`src/rtl/switch_dequeue_scheduler_if.sv`:
```
// Signal bundle between the four show-ahead ingress FIFOs, the crossbar selects,
// the registered output ports and the statistics readback.
interface switch_dequeue_scheduler_if #(
    parameter int unsigned CNT_W = 16
);
    logic [7:0]       data0, data1, data2, data3;
    logic             empty0, empty1, empty2, empty3;
    logic             rdreq0, rdreq1, rdreq2, rdreq3;
    logic [2:0]       sel0, sel1, sel2, sel3;
    logic [7:0]       out_data0, out_data1, out_data2, out_data3;
    logic             out_valid0, out_valid1, out_valid2, out_valid3;
    logic             out_ready0, out_ready1, out_ready2, out_ready3;
    logic [CNT_W-1:0] fwd_count0, fwd_count1, fwd_count2, fwd_count3;
    logic [CNT_W-1:0] conflict_count;

    // Scheduler side.
    modport master (
        input  data0, data1, data2, data3,
        input  empty0, empty1, empty2, empty3,
        input  out_ready0, out_ready1, out_ready2, out_ready3,
        output rdreq0, rdreq1, rdreq2, rdreq3,
        output sel0, sel1, sel2, sel3,
        output out_data0, out_data1, out_data2, out_data3,
        output out_valid0, out_valid1, out_valid2, out_valid3,
        output fwd_count0, fwd_count1, fwd_count2, fwd_count3,
        output conflict_count
    );

    // FIFO / consumer / status side.
    modport slave (
        output data0, data1, data2, data3,
        output empty0, empty1, empty2, empty3,
        output out_ready0, out_ready1, out_ready2, out_ready3,
        input  rdreq0, rdreq1, rdreq2, rdreq3,
        input  sel0, sel1, sel2, sel3,
        input  out_data0, out_data1, out_data2, out_data3,
        input  out_valid0, out_valid1, out_valid2, out_valid3,
        input  fwd_count0, fwd_count1, fwd_count2, fwd_count3,
        input  conflict_count
    );
endinterface

```
`src/rtl/switch_dequeue_scheduler.sv`:
```
// Read side of the 4-port switch ingress FIFOs: per-output round-robin arbitration
// over FIFO heads, pop strobes, crossbar selects and registered output ports.
module switch_dequeue_scheduler #(
    parameter int unsigned NPORTS = 4,
    parameter int unsigned CNT_W  = 16
) (
    input logic                        clk,
    input logic                        reset,
    input logic                        enable,
    switch_dequeue_scheduler_if.master bus
);
    logic [7:0]        head       [NPORTS];
    logic [NPORTS-1:0] empty;
    logic [NPORTS-1:0] out_ready;
    logic [NPORTS-1:0] rdreq;
    logic [NPORTS-1:0] grant;
    logic [NPORTS-1:0] can_take;
    logic [1:0]        win        [NPORTS];
    logic [2:0]        sel        [NPORTS];
    logic              conflict;

    logic [1:0]        rr_q       [NPORTS];
    logic [NPORTS-1:0] out_valid_q;
    logic [7:0]        out_data_q [NPORTS];
    logic [CNT_W-1:0]  fwd_q      [NPORTS];
    logic [CNT_W-1:0]  conflict_q;

    assign head[0] = bus.data0;
    assign head[1] = bus.data1;
    assign head[2] = bus.data2;
    assign head[3] = bus.data3;
    assign empty     = {bus.empty3, bus.empty2, bus.empty1, bus.empty0};
    assign out_ready = {bus.out_ready3, bus.out_ready2, bus.out_ready1, bus.out_ready0};

    // Requests are gated by reset so nothing is popped during the reset cycle.
    always_comb begin
        logic [1:0] idx;
        logic [2:0] nreq;
        logic       found;
        rdreq    = '0;
        grant    = '0;
        can_take = '0;
        conflict = 1'b0;
        idx      = 2'd0;
        nreq     = 3'd0;
        found    = 1'b0;
        for (int j = 0; j < NPORTS; j++) begin
            win[j]      = 2'd0;
            sel[j]      = 3'b100;
            nreq        = 3'd0;
            found       = 1'b0;
            can_take[j] = !out_valid_q[j] || out_ready[j];
            for (int k = 0; k < NPORTS; k++) begin
                idx = rr_q[j] + 2'(k);
                if (reset && enable && !empty[idx] && head[idx][7:6] == 2'(j)) begin
                    nreq = nreq + 3'd1;
                    if (!found) begin
                        found  = 1'b1;
                        win[j] = idx;
                    end
                end
            end
            if (found && can_take[j]) begin
                grant[j]        = 1'b1;
                rdreq[win[j]]   = 1'b1;
                sel[j]          = {1'b0, win[j]};
                // Backpressure-only denials never reach here, so they are not counted.
                if (nreq > 3'd1) conflict = 1'b1;
            end
        end
    end

    always_ff @(posedge clk) begin
        if (!reset) begin
            for (int j = 0; j < NPORTS; j++) begin
                rr_q[j]       <= 2'd0;
                out_valid_q[j] <= 1'b0;
                out_data_q[j] <= 8'h00;
                fwd_q[j]      <= '0;
            end
            conflict_q <= '0;
        end else begin
            for (int j = 0; j < NPORTS; j++) begin
                if (grant[j]) begin
                    out_data_q[j]  <= head[win[j]];
                    out_valid_q[j] <= 1'b1;
                    rr_q[j]        <= win[j] + 2'd1;
                end else if (out_ready[j]) begin
                    out_valid_q[j] <= 1'b0;
                end
                if (out_valid_q[j] && out_ready[j] && fwd_q[j] != '1) begin
                    fwd_q[j] <= fwd_q[j] + CNT_W'(1);
                end
            end
            if (conflict && conflict_q != '1) begin
                conflict_q <= conflict_q + CNT_W'(1);
            end
        end
    end

    assign {bus.rdreq3, bus.rdreq2, bus.rdreq1, bus.rdreq0} = rdreq;
    assign bus.sel0 = sel[0];
    assign bus.sel1 = sel[1];
    assign bus.sel2 = sel[2];
    assign bus.sel3 = sel[3];
    assign bus.out_data0 = out_data_q[0];
    assign bus.out_data1 = out_data_q[1];
    assign bus.out_data2 = out_data_q[2];
    assign bus.out_data3 = out_data_q[3];
    assign {bus.out_valid3, bus.out_valid2, bus.out_valid1, bus.out_valid0} = out_valid_q;
    assign bus.fwd_count0 = fwd_q[0];
    assign bus.fwd_count1 = fwd_q[1];
    assign bus.fwd_count2 = fwd_q[2];
    assign bus.fwd_count3 = fwd_q[3];
    assign bus.conflict_count = conflict_q;
endmodule

```
`src/flat_wrapper.sv`:
```
// flat-port wrapper written by rule: the top's interface ports become plain ports
module switch_dequeue_scheduler_flat 
#(
    parameter int unsigned NPORTS = 4,
    parameter int unsigned CNT_W  = 16
)
  (clk, reset, enable, bus_data0, bus_data1, bus_data2, bus_data3, bus_empty0, bus_empty1, bus_empty2, bus_empty3, bus_out_ready0, bus_out_ready1, bus_out_ready2, bus_out_ready3, bus_rdreq0, bus_rdreq1, bus_rdreq2, bus_rdreq3, bus_sel0, bus_sel1, bus_sel2, bus_sel3, bus_out_data0, bus_out_data1, bus_out_data2, bus_out_data3, bus_out_valid0, bus_out_valid1, bus_out_valid2, bus_out_valid3, bus_fwd_count0, bus_fwd_count1, bus_fwd_count2, bus_fwd_count3, bus_conflict_count);
  switch_dequeue_scheduler_if #(.CNT_W(CNT_W)) bus_i ();
  input logic clk;
  input logic reset;
  input logic enable;
  input wire logic [$bits(bus_i.data0)-1:0] bus_data0;
  input wire logic [$bits(bus_i.data1)-1:0] bus_data1;
  input wire logic [$bits(bus_i.data2)-1:0] bus_data2;
  input wire logic [$bits(bus_i.data3)-1:0] bus_data3;
  input wire logic [$bits(bus_i.empty0)-1:0] bus_empty0;
  input wire logic [$bits(bus_i.empty1)-1:0] bus_empty1;
  input wire logic [$bits(bus_i.empty2)-1:0] bus_empty2;
  input wire logic [$bits(bus_i.empty3)-1:0] bus_empty3;
  input wire logic [$bits(bus_i.out_ready0)-1:0] bus_out_ready0;
  input wire logic [$bits(bus_i.out_ready1)-1:0] bus_out_ready1;
  input wire logic [$bits(bus_i.out_ready2)-1:0] bus_out_ready2;
  input wire logic [$bits(bus_i.out_ready3)-1:0] bus_out_ready3;
  output wire logic [$bits(bus_i.rdreq0)-1:0] bus_rdreq0;
  output wire logic [$bits(bus_i.rdreq1)-1:0] bus_rdreq1;
  output wire logic [$bits(bus_i.rdreq2)-1:0] bus_rdreq2;
  output wire logic [$bits(bus_i.rdreq3)-1:0] bus_rdreq3;
  output wire logic [$bits(bus_i.sel0)-1:0] bus_sel0;
  output wire logic [$bits(bus_i.sel1)-1:0] bus_sel1;
  output wire logic [$bits(bus_i.sel2)-1:0] bus_sel2;
  output wire logic [$bits(bus_i.sel3)-1:0] bus_sel3;
  output wire logic [$bits(bus_i.out_data0)-1:0] bus_out_data0;
  output wire logic [$bits(bus_i.out_data1)-1:0] bus_out_data1;
  output wire logic [$bits(bus_i.out_data2)-1:0] bus_out_data2;
  output wire logic [$bits(bus_i.out_data3)-1:0] bus_out_data3;
  output wire logic [$bits(bus_i.out_valid0)-1:0] bus_out_valid0;
  output wire logic [$bits(bus_i.out_valid1)-1:0] bus_out_valid1;
  output wire logic [$bits(bus_i.out_valid2)-1:0] bus_out_valid2;
  output wire logic [$bits(bus_i.out_valid3)-1:0] bus_out_valid3;
  output wire logic [$bits(bus_i.fwd_count0)-1:0] bus_fwd_count0;
  output wire logic [$bits(bus_i.fwd_count1)-1:0] bus_fwd_count1;
  output wire logic [$bits(bus_i.fwd_count2)-1:0] bus_fwd_count2;
  output wire logic [$bits(bus_i.fwd_count3)-1:0] bus_fwd_count3;
  output wire logic [$bits(bus_i.conflict_count)-1:0] bus_conflict_count;
  assign bus_i.data0 = bus_data0;
  assign bus_i.data1 = bus_data1;
  assign bus_i.data2 = bus_data2;
  assign bus_i.data3 = bus_data3;
  assign bus_i.empty0 = bus_empty0;
  assign bus_i.empty1 = bus_empty1;
  assign bus_i.empty2 = bus_empty2;
  assign bus_i.empty3 = bus_empty3;
  assign bus_i.out_ready0 = bus_out_ready0;
  assign bus_i.out_ready1 = bus_out_ready1;
  assign bus_i.out_ready2 = bus_out_ready2;
  assign bus_i.out_ready3 = bus_out_ready3;
  assign bus_rdreq0 = bus_i.rdreq0;
  assign bus_rdreq1 = bus_i.rdreq1;
  assign bus_rdreq2 = bus_i.rdreq2;
  assign bus_rdreq3 = bus_i.rdreq3;
  assign bus_sel0 = bus_i.sel0;
  assign bus_sel1 = bus_i.sel1;
  assign bus_sel2 = bus_i.sel2;
  assign bus_sel3 = bus_i.sel3;
  assign bus_out_data0 = bus_i.out_data0;
  assign bus_out_data1 = bus_i.out_data1;
  assign bus_out_data2 = bus_i.out_data2;
  assign bus_out_data3 = bus_i.out_data3;
  assign bus_out_valid0 = bus_i.out_valid0;
  assign bus_out_valid1 = bus_i.out_valid1;
  assign bus_out_valid2 = bus_i.out_valid2;
  assign bus_out_valid3 = bus_i.out_valid3;
  assign bus_fwd_count0 = bus_i.fwd_count0;
  assign bus_fwd_count1 = bus_i.fwd_count1;
  assign bus_fwd_count2 = bus_i.fwd_count2;
  assign bus_fwd_count3 = bus_i.fwd_count3;
  assign bus_conflict_count = bus_i.conflict_count;
  switch_dequeue_scheduler #(.NPORTS(NPORTS), .CNT_W(CNT_W)) u_core (.clk(clk), .reset(reset), .enable(enable), .bus(bus_i));
endmodule
```
`config.mk`:
```
export PLATFORM = sky130hd
export DESIGN_NAME = switch_dequeue_scheduler_flat
export DESIGN_NICKNAME = d
export VERILOG_FILES = /design/src/rtl/switch_dequeue_scheduler_if.sv /design/src/rtl/switch_dequeue_scheduler.sv /design/src/flat_wrapper.sv
export SDC_FILE = /design/constraint.sdc
export NUM_CORES = 1
export LEC_CHECK = 0
export BUFFER_PORTS_ARGS = -buffer_cell sky130_fd_sc_hd__buf_4
export CORE_MARGIN = 1.5
export CORE_UTILIZATION = 30
export CTS_CLUSTER_SIZE = 40
export DETAILED_ROUTE_END_ITERATION = 10
export SETUP_SLACK_MARGIN = 0.4
export SYNTH_ARGS = -nofsm -noshare
export SYNTH_HDL_FRONTEND = slang
export SYNTH_SLANG_ARGS = --single-unit
```
`constraint.sdc`:
```
create_clock -name clk -period 7.5 [get_ports clk]
set_input_delay 0.75 -clock clk [delete_from_list [all_inputs] [get_ports clk]]
set_output_delay 0.75 -clock clk [all_outputs]
set_load 0.02 [all_outputs]
```
==> summary.md <==
| Metric | Value |
|---|---|
| Root buf cell | sky130_fd_sc_hd__clkbuf_16 |
| Hold Path Depth | 2 |
| Post-route fraction of the period consumed by the critical path | 0.785 |
| Initial antenna violation count | 0 |
| Portion of total power attributed to combinational logic | 0.215 |
| Number of setup buffers added after CTS | 0 |
| Most repeated library cell on the critical path | sky130_fd_sc_hd__buf_4 |
| Total wire length | 26.6 mm |
| Setup Crit Path Kind | in2out |
| Number of maximum-capacitance violations | 0 |
| Status | finished clean |
| Crit-path max cell delay | 0.78 ns |
| Met1 GRT Util | 0.233 |
| Global route overflow | 0 |
| Fill cell instance count of the final layout | 3,005 |
| Port-buffer cells | 174 |
| Critical path endpoint category | primary output |
| Sum of buffers and inverters on the critical path | 3 |
| Remaining antenna violation count after routing | 0 |
| Number of setup violations in the final report | 0 |
| Total clock sinks | 124 |
| Per-cell routed wire length | 18.1 um |
| Total power density per cell area | 200 nW/um2 |
| Number of top-level pins | 175 |
| Post-route setup TNS | 0 ns |
| Number of buffers inserted for hold repair after clock tree synthesis | 0 |
| Clock Path Buffers | 2 |
| Core occupancy in the finished layout | 0.379 |
| Cell at the slowest stage of the critical path | sky130_fd_sc_hd__a311o_1 |
| Total number of H-tree levels | 4 |
| Placeable core region | 29,800 um2 |
| Global Route Usage Sum | 0.169 |
| Cells on worst reg2reg path | 14 |
| Leak pwr | 4.35 nW |
| WP depth | 11 |
| Psw | 0.696 mW |
| CTS Buf Count | 17 |
| Net count of the mapped netlist | 999 |
| Share of synthesized flip-flops with an asynchronous set or reset | 0 |
| Classification of the worst-slack hold path | reg2reg |
| Die boundary width | 177 um |
| Post-detail-place hpwl | 19.6 mm |
| Setup repair after global routing missed its margin | false |
| Via density per instance | 5.32 |
| Switching share of power | 0.308 |
| Arrival time reported for the critical path endpoint | 5.14 ns |
| Post-route clock skew | 0.0227 ns |
| Synthesis Warnings | 0 |
| Min Clock Period, post-route | 5.89 ns |
| Area added between synthesis and finish | 24.2% |
| Share of final-layout standard cells stronger than drive strength 1 | 0.240 |
| Family with the most delay on the worst path | compound AO/OA/AOI/OAI gates |
| Overall via count from detail_route | 7,814 |
| Detailed-routing iteration count for the pre-antenna-repair pass | 7 |
| Worst Max-Slew Pin Slew | 0.976 ns |
| Initial Utilization | 0.306 |
| Final number of max-transition violations | 0 |
| GR Layer Usage met3 | 0.0322 |
| Final antenna diode count | 0 |
| Sequential cell area | 3520 um2 |
| Die area | 31,400 um2 |
| Synthesized area | 9110 um2 |
| Number of enable flip-flop cells after synthesis | 104 |
| Global-route wire length before repair | 41.1 mm |
| Multi-input logic area | 5150 um2 |
| Share of total power in the clock network | 0.403 |
| Skew-Pair Late Insertion Delay | 0.44 ns |
| Largest net degree at the start of global routing | 50 |
| Flip-flop and latch count after synthesis | 124 |
| Count of standard-cell rows | 63 |
| Syn avg cell area | 9.92 um2 |
| Final non-filler cell total | 1,469 |
| Net count, final | 1,147 |
| Worst setup SP type | input pin |
| DRC errors left | 0 |
| Library cells used by synthesis | 87 |
| Hold violation count in the final report | 0 |
| Maximum fanout along the worst path | 49 |
| Global route hottest layer | met2 |
| Clock tree from TritonCTS | done |
| Critical path, cell by cell | buf_4 > and2_1 > o211ai_1 > o31a_2 > nor2_1 > a311o_1 > inv_1 > ha_1 > a222oi_1 > nand2_1 > buf_4 |
| GR Layer Usage met2 | 0.259 |
| WP data required | 6.75 ns |
| Sequential group share of total power | 0.382 |
| 1st-iter DRT viols | 700 |
| Number of cells produced by synthesis | 918 |
| Number of gates resized after cts | 0 |
| Number of global-route vias before repair | 7,178 |
| Cell-internal power | 1.56 mW |
| Weighted congestion reported at the end of routability-driven placement | 0.883 |
| Top_reg_cell synth | sky130_fd_sc_hd__edfxtp_1 |
| Clock-pin slew of the registers on the worst-case setup and hold paths | 0.06 ns |
| Floorplan die height | 177 um |
| Proportion of synthesized chip area in sequential cells | 0.387 |
| Number of placed instances with taps included | 1,437 |
| Maximum frequency from static timing analysis | 170 MHz |
| Maximum vdd ir drop | 0.000160 V |
| Max transition margin | 0.344 |
[layout make-up]
class / count / area share
timing repair buffer: 178 / 0.118
sequential: 124 / 0.312
clock buffer: 17 / 0.0376
inverter: 47 / 0.0156
clock inverter: 15 / 0.0187
tap: 390 / 0.0432
multi-input combinational: 698 / 0.455
[per-stage QoR]
step | hold WS, ns | power (mW) | setup WS [ns] | instance area, um2
after CTS | 0.490 | 2.28 | 1.68 | 11300
after global routing | 0.521 | 2.35 | 1.30 | 11300
after detailed placement | 0.481 | 1.36 | 1.70 | 10700
after global placement | 0.478 | 1.36 | 1.94 | 10700
final | 0.497 | 2.26 | 1.61 | 11300
after floorplan | 0.548 | 1.17 | 2.94 | 9110
[state kept, by name, indices dropped and copies added (netlist names)]
name,count
u_core.rr_q,8
u_core.bus.conflict_count,16
u_core.fwd_q,64
u_core.out_valid_q,4
u_core.out_data_q,32
[tightest hold or removal path, stage by stage, from the launching register on]
cell	delay [ns]
sky130_fd_sc_hd__dfxtp_1	0.33
sky130_fd_sc_hd__nand2_1	0.06
sky130_fd_sc_hd__mux2i_1	0.05
[worst paths after layout]
| kind | slack [ns] | endpoint | from |
|---|---|---|---|
| worst max-delay path | 1.61 | bus_rdreq0 | reset |
| worst min-delay path | 0.50 | u_core.bus.conflict_count[7] | u_core.bus.conflict_count[7] |
| worst max register to register | 3.13 | u_core.bus.conflict_count[0] | u_core.rr_q[0][0] |
| worst min register to register | 0.50 | u_core.bus.conflict_count[7] | u_core.bus.conflict_count[7] |
[layer usage]
layer  wire (um)  up-vias
li1            -     3714
met5           0        -
met1       12100     3771
met2       12300      289
met4         624        0
met3        1520       40
[power by group through the flow]
stage,combinational (mW),clock [mW],sequential (mW)
3_3_place_gp,0.481,0,0.877
2_1_floorplan,0.266,0,0.907
6_report,0.485,0.911,0.863
3_5_place_dp,0.483,0,0.877
4_1_cts,0.486,0.932,0.863
5_1_grt,0.522,0.961,0.871
[placed cells by master (no fill, tap or decap), types with 12 or more instances in the layout]
master and instances:
sky130_fd_sc_hd__dfxtp_1 20, sky130_fd_sc_hd__nand3_1 40, sky130_fd_sc_hd__xnor2_1 30, sky130_fd_sc_hd__edfxtp_1 104
sky130_fd_sc_hd__nand4_1 12, sky130_fd_sc_hd__mux2i_1 63, sky130_fd_sc_hd__ha_1 38, sky130_fd_sc_hd__nor2b_1 17
sky130_fd_sc_hd__buf_4 178, sky130_fd_sc_hd__and3_1 17, sky130_fd_sc_hd__o22ai_1 28, sky130_fd_sc_hd__nor3_1 15
sky130_fd_sc_hd__xor2_1 35, sky130_fd_sc_hd__nand2b_1 18, sky130_fd_sc_hd__a221oi_1 14, sky130_fd_sc_hd__nor2_1 113
sky130_fd_sc_hd__nand2_1 75, sky130_fd_sc_hd__inv_1 42, sky130_fd_sc_hd__a21oi_1 19, sky130_fd_sc_hd__clkbuf_16 17
[Yosys cell counts, drive strengths merged (3+ instances only)]
library cell | instances | area [um2]
nor3 | 17 | 95.1
nor3b | 8 | 91.3
mux2i | 64 | 644
xor2 | 35 | 307
nor2b | 18 | 120
nor2 | 114 | 444
a311oi | 4 | 35.0
mux2 | 3 | 33.8
nand2b | 18 | 113
a31oi | 7 | 73.8
o31ai | 5 | 42.5
o22a | 3 | 26.3
and2 | 4 | 25.0
edfxtp | 104 | 3120
o22ai | 29 | 195
nand2 | 75 | 282
a221oi | 18 | 183
ha | 38 | 475
xnor2 | 30 | 263
nor4 | 11 | 81.3
nor4b | 7 | 95.1
nand3 | 40 | 200
a22o | 3 | 26.3
a222oi | 5 | 50.1
a211oi | 10 | 87.6
dfxtp | 20 | 400
and3 | 18 | 118
mux4 | 11 | 252
nand4 | 12 | 75.1
o21ai | 9 | 45.0
o31a | 9 | 80.1
a21oi | 20 | 100
a22oi | 6 | 45.0
o211ai | 4 | 35.0
buf | 31 | 213
and4bb | 3 | 37.5
clkbuf | 18 | 67.6
or4 | 4 | 30.0
or3 | 3 | 18.8
and4 | 5 | 43.8
inv | 45 | 169
[cells by family after synthesis]
| group | synth area share |
|---|---|
| adder cells (fa/ha/maj) | 0.0522 |
| XOR/XNOR | 0.0625 |
| multiplexers | 0.102 |
| AO/OA/AOI/OAI | 0.136 |
| AND/OR/NAND/NOR | 0.210 |
| buffers and inverters | 0.0502 |
| flip-flops | 0.387 |
Note: power is estimated with default switching activity, not from simulation.
